## config.mk

```make
export PLATFORM = sky130hd
export DESIGN_NAME = lifo_fifo_buf
export DESIGN_NICKNAME = d
export VERILOG_FILES = /design/src/rtl/lifo_fifo_buf.sv
export SDC_FILE = /design/constraint.sdc
export NUM_CORES = 1
export LEC_CHECK = 0
export CAP_MARGIN = 5
export CORE_ASPECT_RATIO = 1.75
export CORE_MARGIN = 2
export CORE_UTILIZATION = 57
export DETAILED_ROUTE_END_ITERATION = 10
export GPL_TIMING_DRIVEN = 0
export PLACE_DENSITY = 0.76
export SETUP_SLACK_MARGIN = 0.05
export SKIP_LAST_GASP = 1
export SLEW_MARGIN = 0
export SYNTH_ARGS = -nofsm -noshare
export SYNTH_HDL_FRONTEND = slang
export SYNTH_SLANG_ARGS = --single-unit
```

## constraint.sdc

```tcl
create_clock -name clk_i -period 8.05 [get_ports clk_i]
set_clock_uncertainty 0.15 [all_clocks]
set_input_delay 0.805 -clock clk_i [delete_from_list [all_inputs] [get_ports clk_i]]
set_output_delay 0.805 -clock clk_i [all_outputs]
set_load 0.03 [all_outputs]
```

## src/rtl/lifo_fifo_buf.sv

```systemverilog
// Single storage array run as a stack (mode 0) or circular queue (mode 1); 1-cycle registered read,
// writes when full / reads when empty are ignored. Define LIFO_FIFO_ERR_FLAGS_EN for sticky overflow/underflow flags.
module lifo_fifo_buf #(
  parameter int DWIDTH       = 8,
  parameter int AWIDTH       = 4,
  parameter int ALMOST_FULL  = 15,
  parameter int ALMOST_EMPTY = 1
) (
  input  logic              clk_i,
  input  logic              srst_n_i,
  input  logic              mode_i,
  input  logic              wrreq_i,
  input  logic [DWIDTH-1:0] data_i,
  input  logic              rdreq_i,
  output logic [DWIDTH-1:0] q_o,
  output logic              mode_o,
  output logic              empty_o,
  output logic              almost_empty_o,
  output logic              almost_full_o,
  output logic              full_o,
  output logic [AWIDTH:0]   usedw_o,
  output logic              overflow_o,
  output logic              underflow_o
);

  localparam int              DEPTH   = 2 ** AWIDTH;
  localparam logic [AWIDTH:0] DEPTH_W = (AWIDTH + 1)'(DEPTH);
  localparam logic [AWIDTH:0] AF_W    = (AWIDTH + 1)'(ALMOST_FULL);
  localparam logic [AWIDTH:0] AE_W    = (AWIDTH + 1)'(ALMOST_EMPTY);

  if (ALMOST_FULL < 1 || ALMOST_FULL > DEPTH) begin : g_bad_af
    $error("lifo_fifo_buf: ALMOST_FULL must lie in 1..DEPTH");
  end
  if (ALMOST_EMPTY < 0 || ALMOST_EMPTY > DEPTH - 1) begin : g_bad_ae
    $error("lifo_fifo_buf: ALMOST_EMPTY must lie in 0..DEPTH-1");
  end

  logic [DWIDTH-1:0] mem_q [DEPTH];
  logic [DWIDTH-1:0] rdata_q, rdata_d;
  logic [AWIDTH:0]   usedw_q, usedw_d;
  logic [AWIDTH-1:0] wr_ptr_q, wr_ptr_d, rd_ptr_q, rd_ptr_d;
  logic              mode_q, mode_d;
  logic              empty_q, empty_d, full_q, full_d;
  logic              aempty_q, aempty_d, afull_q, afull_d;
  logic              wr_acc, rd_acc;
  logic [AWIDTH-1:0] wr_addr, rd_addr, top_addr;

  always_comb begin
    wr_acc   = wrreq_i & ~full_q;
    rd_acc   = rdreq_i & ~empty_q;
    top_addr = usedw_q[AWIDTH-1:0] - AWIDTH'(1);
    wr_ptr_d = wr_ptr_q;
    rd_ptr_d = rd_ptr_q;
    mode_d   = mode_q;

    if (mode_q) begin
      wr_addr = wr_ptr_q;
      rd_addr = rd_ptr_q;
      if (wr_acc) wr_ptr_d = wr_ptr_q + AWIDTH'(1);
      if (rd_acc) rd_ptr_d = rd_ptr_q + AWIDTH'(1);
    end else begin
      // A push that coincides with a pop replaces the top slot in place.
      rd_addr = top_addr;
      wr_addr = rd_acc ? top_addr : usedw_q[AWIDTH-1:0];
    end

    // No access can be accepted on a load cycle, so clearing the pointers is safe.
    if (empty_q && !wrreq_i) begin
      mode_d = mode_i;
      if (mode_i != mode_q) begin
        wr_ptr_d = '0;
        rd_ptr_d = '0;
      end
    end

    rdata_d  = rd_acc ? mem_q[rd_addr] : rdata_q;
    usedw_d  = usedw_q + (AWIDTH + 1)'(wr_acc) - (AWIDTH + 1)'(rd_acc);
    empty_d  = (usedw_d == '0);
    full_d   = (usedw_d == DEPTH_W);
    aempty_d = (usedw_d <= AE_W);
    afull_d  = (usedw_d >= AF_W);
  end

  always_ff @(posedge clk_i) begin
    if (!srst_n_i) begin
      rdata_q  <= '0;
      usedw_q  <= '0;
      wr_ptr_q <= '0;
      rd_ptr_q <= '0;
      mode_q   <= 1'b0;
      empty_q  <= 1'b1;
      full_q   <= 1'b0;
      aempty_q <= 1'b1;
      afull_q  <= 1'b0;
    end else begin
      rdata_q  <= rdata_d;
      usedw_q  <= usedw_d;
      wr_ptr_q <= wr_ptr_d;
      rd_ptr_q <= rd_ptr_d;
      mode_q   <= mode_d;
      empty_q  <= empty_d;
      full_q   <= full_d;
      aempty_q <= aempty_d;
      afull_q  <= afull_d;
    end
  end

  always_ff @(posedge clk_i) begin
    if (srst_n_i && wr_acc) mem_q[wr_addr] <= data_i;
  end

`ifdef LIFO_FIFO_ERR_FLAGS_EN
  logic overflow_q, overflow_d, underflow_q, underflow_d;

  always_comb begin
    overflow_d  = overflow_q | (wrreq_i & full_q);
    underflow_d = underflow_q | (rdreq_i & empty_q);
  end

  always_ff @(posedge clk_i) begin
    if (!srst_n_i) begin
      overflow_q  <= 1'b0;
      underflow_q <= 1'b0;
    end else begin
      overflow_q  <= overflow_d;
      underflow_q <= underflow_d;
    end
  end

  assign overflow_o  = overflow_q;
  assign underflow_o = underflow_q;
`else
  assign overflow_o  = 1'b0;
  assign underflow_o = 1'b0;
`endif

  assign q_o            = rdata_q;
  assign mode_o         = mode_q;
  assign empty_o        = empty_q;
  assign almost_empty_o = aempty_q;
  assign almost_full_o  = afull_q;
  assign full_o         = full_q;
  assign usedw_o        = usedw_q;

endmodule

```

==> summary.txt <==
CTS
  – H-tree depth: 4
  – Worst-Skew Late Latency: ~0.44 ns
  – TritonCTS Buffers: 17
  – Clock sink count: ~150
  – CTS clock-pin slew for the worst setup and hold paths: around 0.070 ns
  – Post-CTS Resized: 0
  – Clock Tree Root: clkbuf_16
  – CTS tree: done
  – Max Buffers Root-to-Sink: 2
  – Post-CTS setup buffers: 0
  – Hold buffer count at CTS: 0

Power and ir drop
  – Flop pwr share: 0.298
  – Net Sw Power: around 1.5 mW
  – Max VDD drop: approximately 0.22 mV
  – Power share of the clock group: 0.243
  – Switching share of total power: 0.433
  – PwrDens: between 400 and 500 mW/mm2
  – Combinational power share: 0.459
  – Static power due to leakage: roughly 2.7 nW
  – Pint: 1.92 mW

Yosys
  – Yosys reg bits: approximately 150
  – Most common cell in the netlist: edfxtp_1
  – Syn Std Cell Area: 0.00715 mm2
  – Register area share after synthesis: 0.611
  – Library cells used by synthesis: slightly below 60
  – Post-Syn Instances: 632
  – Mapped Avg Cell Area: approximately 11 um2
  – Ys async rst share: 0
  – Yosys top cell area share: 0.538
  – Commonest cells post-synth: edfxtp_1 (128), o21ai_0 (66), nor2_1 (62), nand2_1 (42), a21oi_1 (35)
  – Cell taking the most area after synthesis: edfxtp_1
  – Main flop type after synthesis: edfxtp_1
  – Post-synth EDFFs: 128
  – Area contributors post-synth: edfxtp_1 (54%), dfxtp_1 (7.3%), o21ai_0 (4.6%), o211ai_1 (3.4%), nor2_1 (3.3%)
  – Yosys warns: 0

Cells and area
  – Area Growth Syn to Fin: 15.6%
  – Fin area: just over 0.008 mm2
  – Share of cells above drive strength 1: 0.0893
  – Fin util: 0.668
  – Nets: approximately 710
  – ANT cells: 0

Placement
  – Detail Placement HPWL: ~16 mm
  – Post-Place Worst Slack: 3.54 ns
  – Placed cell areas: around 0.0077 mm2
  – Buffers on Ports: 30
  – Gpl congestion: 1.04

Detailed routing
  – Post-Route WL: approximately 23 mm
  – DR vias/cell: a little under 7
  – Via count: between 5,000 and 6,000
  – DRC: 0
  – First-pass iteration count of the detailed router: 7
  – DRT iter0 DRCs: between 700 and 800
  – Antenna Nets Post-Route: 0
  – WL/cell: between 20 and 30 um

Worst hold path
  – HP Class: reg2reg

Floorplan
  – Num ports: 33
  – Die extent in x: 88.7 um
  – Cell Rows: 54
  – Effective utilization at floorplan: 0.578
  – Core footprint: 0.0124 mm2
  – Die area: 0.0135 mm2
  – Die span in y: roughly 150 um

Timing
  – Worst setup margin: approximately 3.4 ns
  – Final period util: 0.572
  – Worst Tran Pin Value: about 1.2 ns
  – Tmin final: between 4 and 5 ns
  – Final TNS setup: 0 ns
  – Headroom to the max-slew limit: 0.207
  – Final slew viol count: 0
  – Final hold vios: 0
  – Finish-stage setup viols: 0
  – Worst hold-check slack: ~0.35 ns
  – RSZ-0062 raised after global routing: false
  – Fmax: between 200 and 250 MHz

Run status
  – Status: complete, no violations

Critical path
  – Crit path max-delay cell type: nor2_1
  – Type of origin of the critical path: flip-flop
  – Crit Path Category: reg2reg
  – Critical-path cell list: inv_1 > clkbuf_1 > ha_1 > buf_2 > clkbuf_1 > mux2i_1 > mux2i_1 > and3_1 > nand2_1 > nor2_1
  – Crit-path max FO: 10
  – Crit. End Element: flip-flop
  – Required @ worst endpoint: between 7 and 8 ns
  – Slowest cell delay on critical path: around 0.85 ns
  – Crit path DAT: 4.51 ns

GRT
  – Vias in the first global route: 5,806
  – Gr usage total: 0.357
  – Initial antenna violation count: 0
  – Pin count of the biggest net entering global routing: 17
  – First-pass GRT wire length: ~34 mm
  – Grt total ovfl: 0

Flow run
  – MaxCap Viol Count: 0
## flip-flops by register name, summed over array words and instances, names as in the netlist
register and cells:
almost_empty_o 1, almost_full_o 1, empty_o 1, full_o 1, mem_q 128, mode_o 1
q_o 8, rd_ptr_q 4, usedw_o 5, wr_ptr_q 4
## power by group through the flow
stage / sequential, mW / clock [mW] / combinational [mW]
5_1_grt: 1.01 / 0.858 / 1.62
6_report: 1.01 / 0.822 / 1.56
3_5_place_dp: 1.02 / 0 / 1.48
3_3_place_gp: 1.02 / 0 / 1.44
4_1_cts: 1.01 / 0.820 / 1.49
2_1_floorplan: 1.07 / 0 / 0.900
## placed cells by master, fill, tap and decap left out, types with 6 or more instances in the layout
cell type / synthesis / final
nor2_1: 62 / 62
o21a_1: 9 / 9
clkdlybuf4s50_1: 0 / 30
nor2b_1: 11 / 11
o211ai_1: 32 / 32
nor3_1: 13 / 13
nand2b_1: 6 / 6
dfxtp_1: 26 / 26
buf_2: 22 / 22
o22ai_1: 17 / 17
clkbuf_1: 14 / 14
inv_6: 0 / 6
a21oi_1: 35 / 35
and3_1: 7 / 7
clkbuf_16: 0 / 17
o21ai_0: 66 / 66
edfxtp_1: 128 / 128
o21bai_1: 8 / 8
nand3_1: 9 / 9
nand2_1: 42 / 42
xnor2_1: 10 / 10
inv_1: 14 / 14
nor4_1: 6 / 6
ha_1: 9 / 9
## layer usage
| layer | share of wire | wire (um) | track usage | up-vias |
|---|---|---|---|---|
| li1 | - | - | - | 2506 |
| met1 | 0.32 | 7570 | 0.385 | 2761 |
| met2 | 0.50 | 11600 | 0.575 | 433 |
| met3 | 0.092 | 2140 | 0.111 | 140 |
| met4 | 0.089 | 2070 | 0.255 | 0 |
| met5 | 0 | 0 | 0 | - |
## critical path: cells and delay by family, from the launching register on
family                   cells  cell delay, ns
buffers and inverters        4            1.44
multiplexers                 2            0.34
AND/OR/NAND/NOR              3            1.21
flip-flops                   1            0.60
adder cells (fa/ha/maj)      1            0.46
## final timing paths
kind	from	endpoint	depth (start not counted)	slack (ns)
worst max-delay path	usedw_o[0]$_SDFF_PN0_	mem_q[8][4]$_DFFE_PP_	10	3.45
worst min-delay path	wr_ptr_q[3]$_SDFF_PN0_	wr_ptr_q[3]$_SDFF_PN0_	2	0.35
worst max register to register	usedw_o[0]$_SDFF_PN0_	mem_q[8][4]$_DFFE_PP_	10	3.45
worst min register to register	wr_ptr_q[3]$_SDFF_PN0_	wr_ptr_q[3]$_SDFF_PN0_	2	0.35
## through the flow
step,power (mW),cells
after global placement,2.46,831
after detailed placement,2.50,831
after floorplan,1.97,633
final,3.39,862
after global routing,3.49,862
after CTS,3.32,862
## cells by family after synthesis
family / Yosys count / share of synthesized area
flip-flops: 154 / 0.611
adder cells (fa/ha/maj): 10 / 0.0186
AND/OR/NAND/NOR: 169 / 0.108
AO/OA/AOI/OAI: 224 / 0.203
multiplexers: 3 / 0.00420
buffers and inverters: 57 / 0.0375
XOR/XNOR: 14 / 0.0172
other: 1 / 0.000525
## area by class of cell
| class | count | area (um2) |
|---|---|---|
| sequential | 154 | 4360 |
| fill | 955 | 4100 |
| multi-input combinational | 422 | 2520 |
| clock buffer | 17 | 425 |
| timing repair buffer | 30 | 300 |
| buffer | 42 | 211 |
| tap | 168 | 210 |
| clock inverter | 14 | 173 |
| inverter | 15 | 56.3 |
No activity file was read; power rests on OpenSTA's default activity.
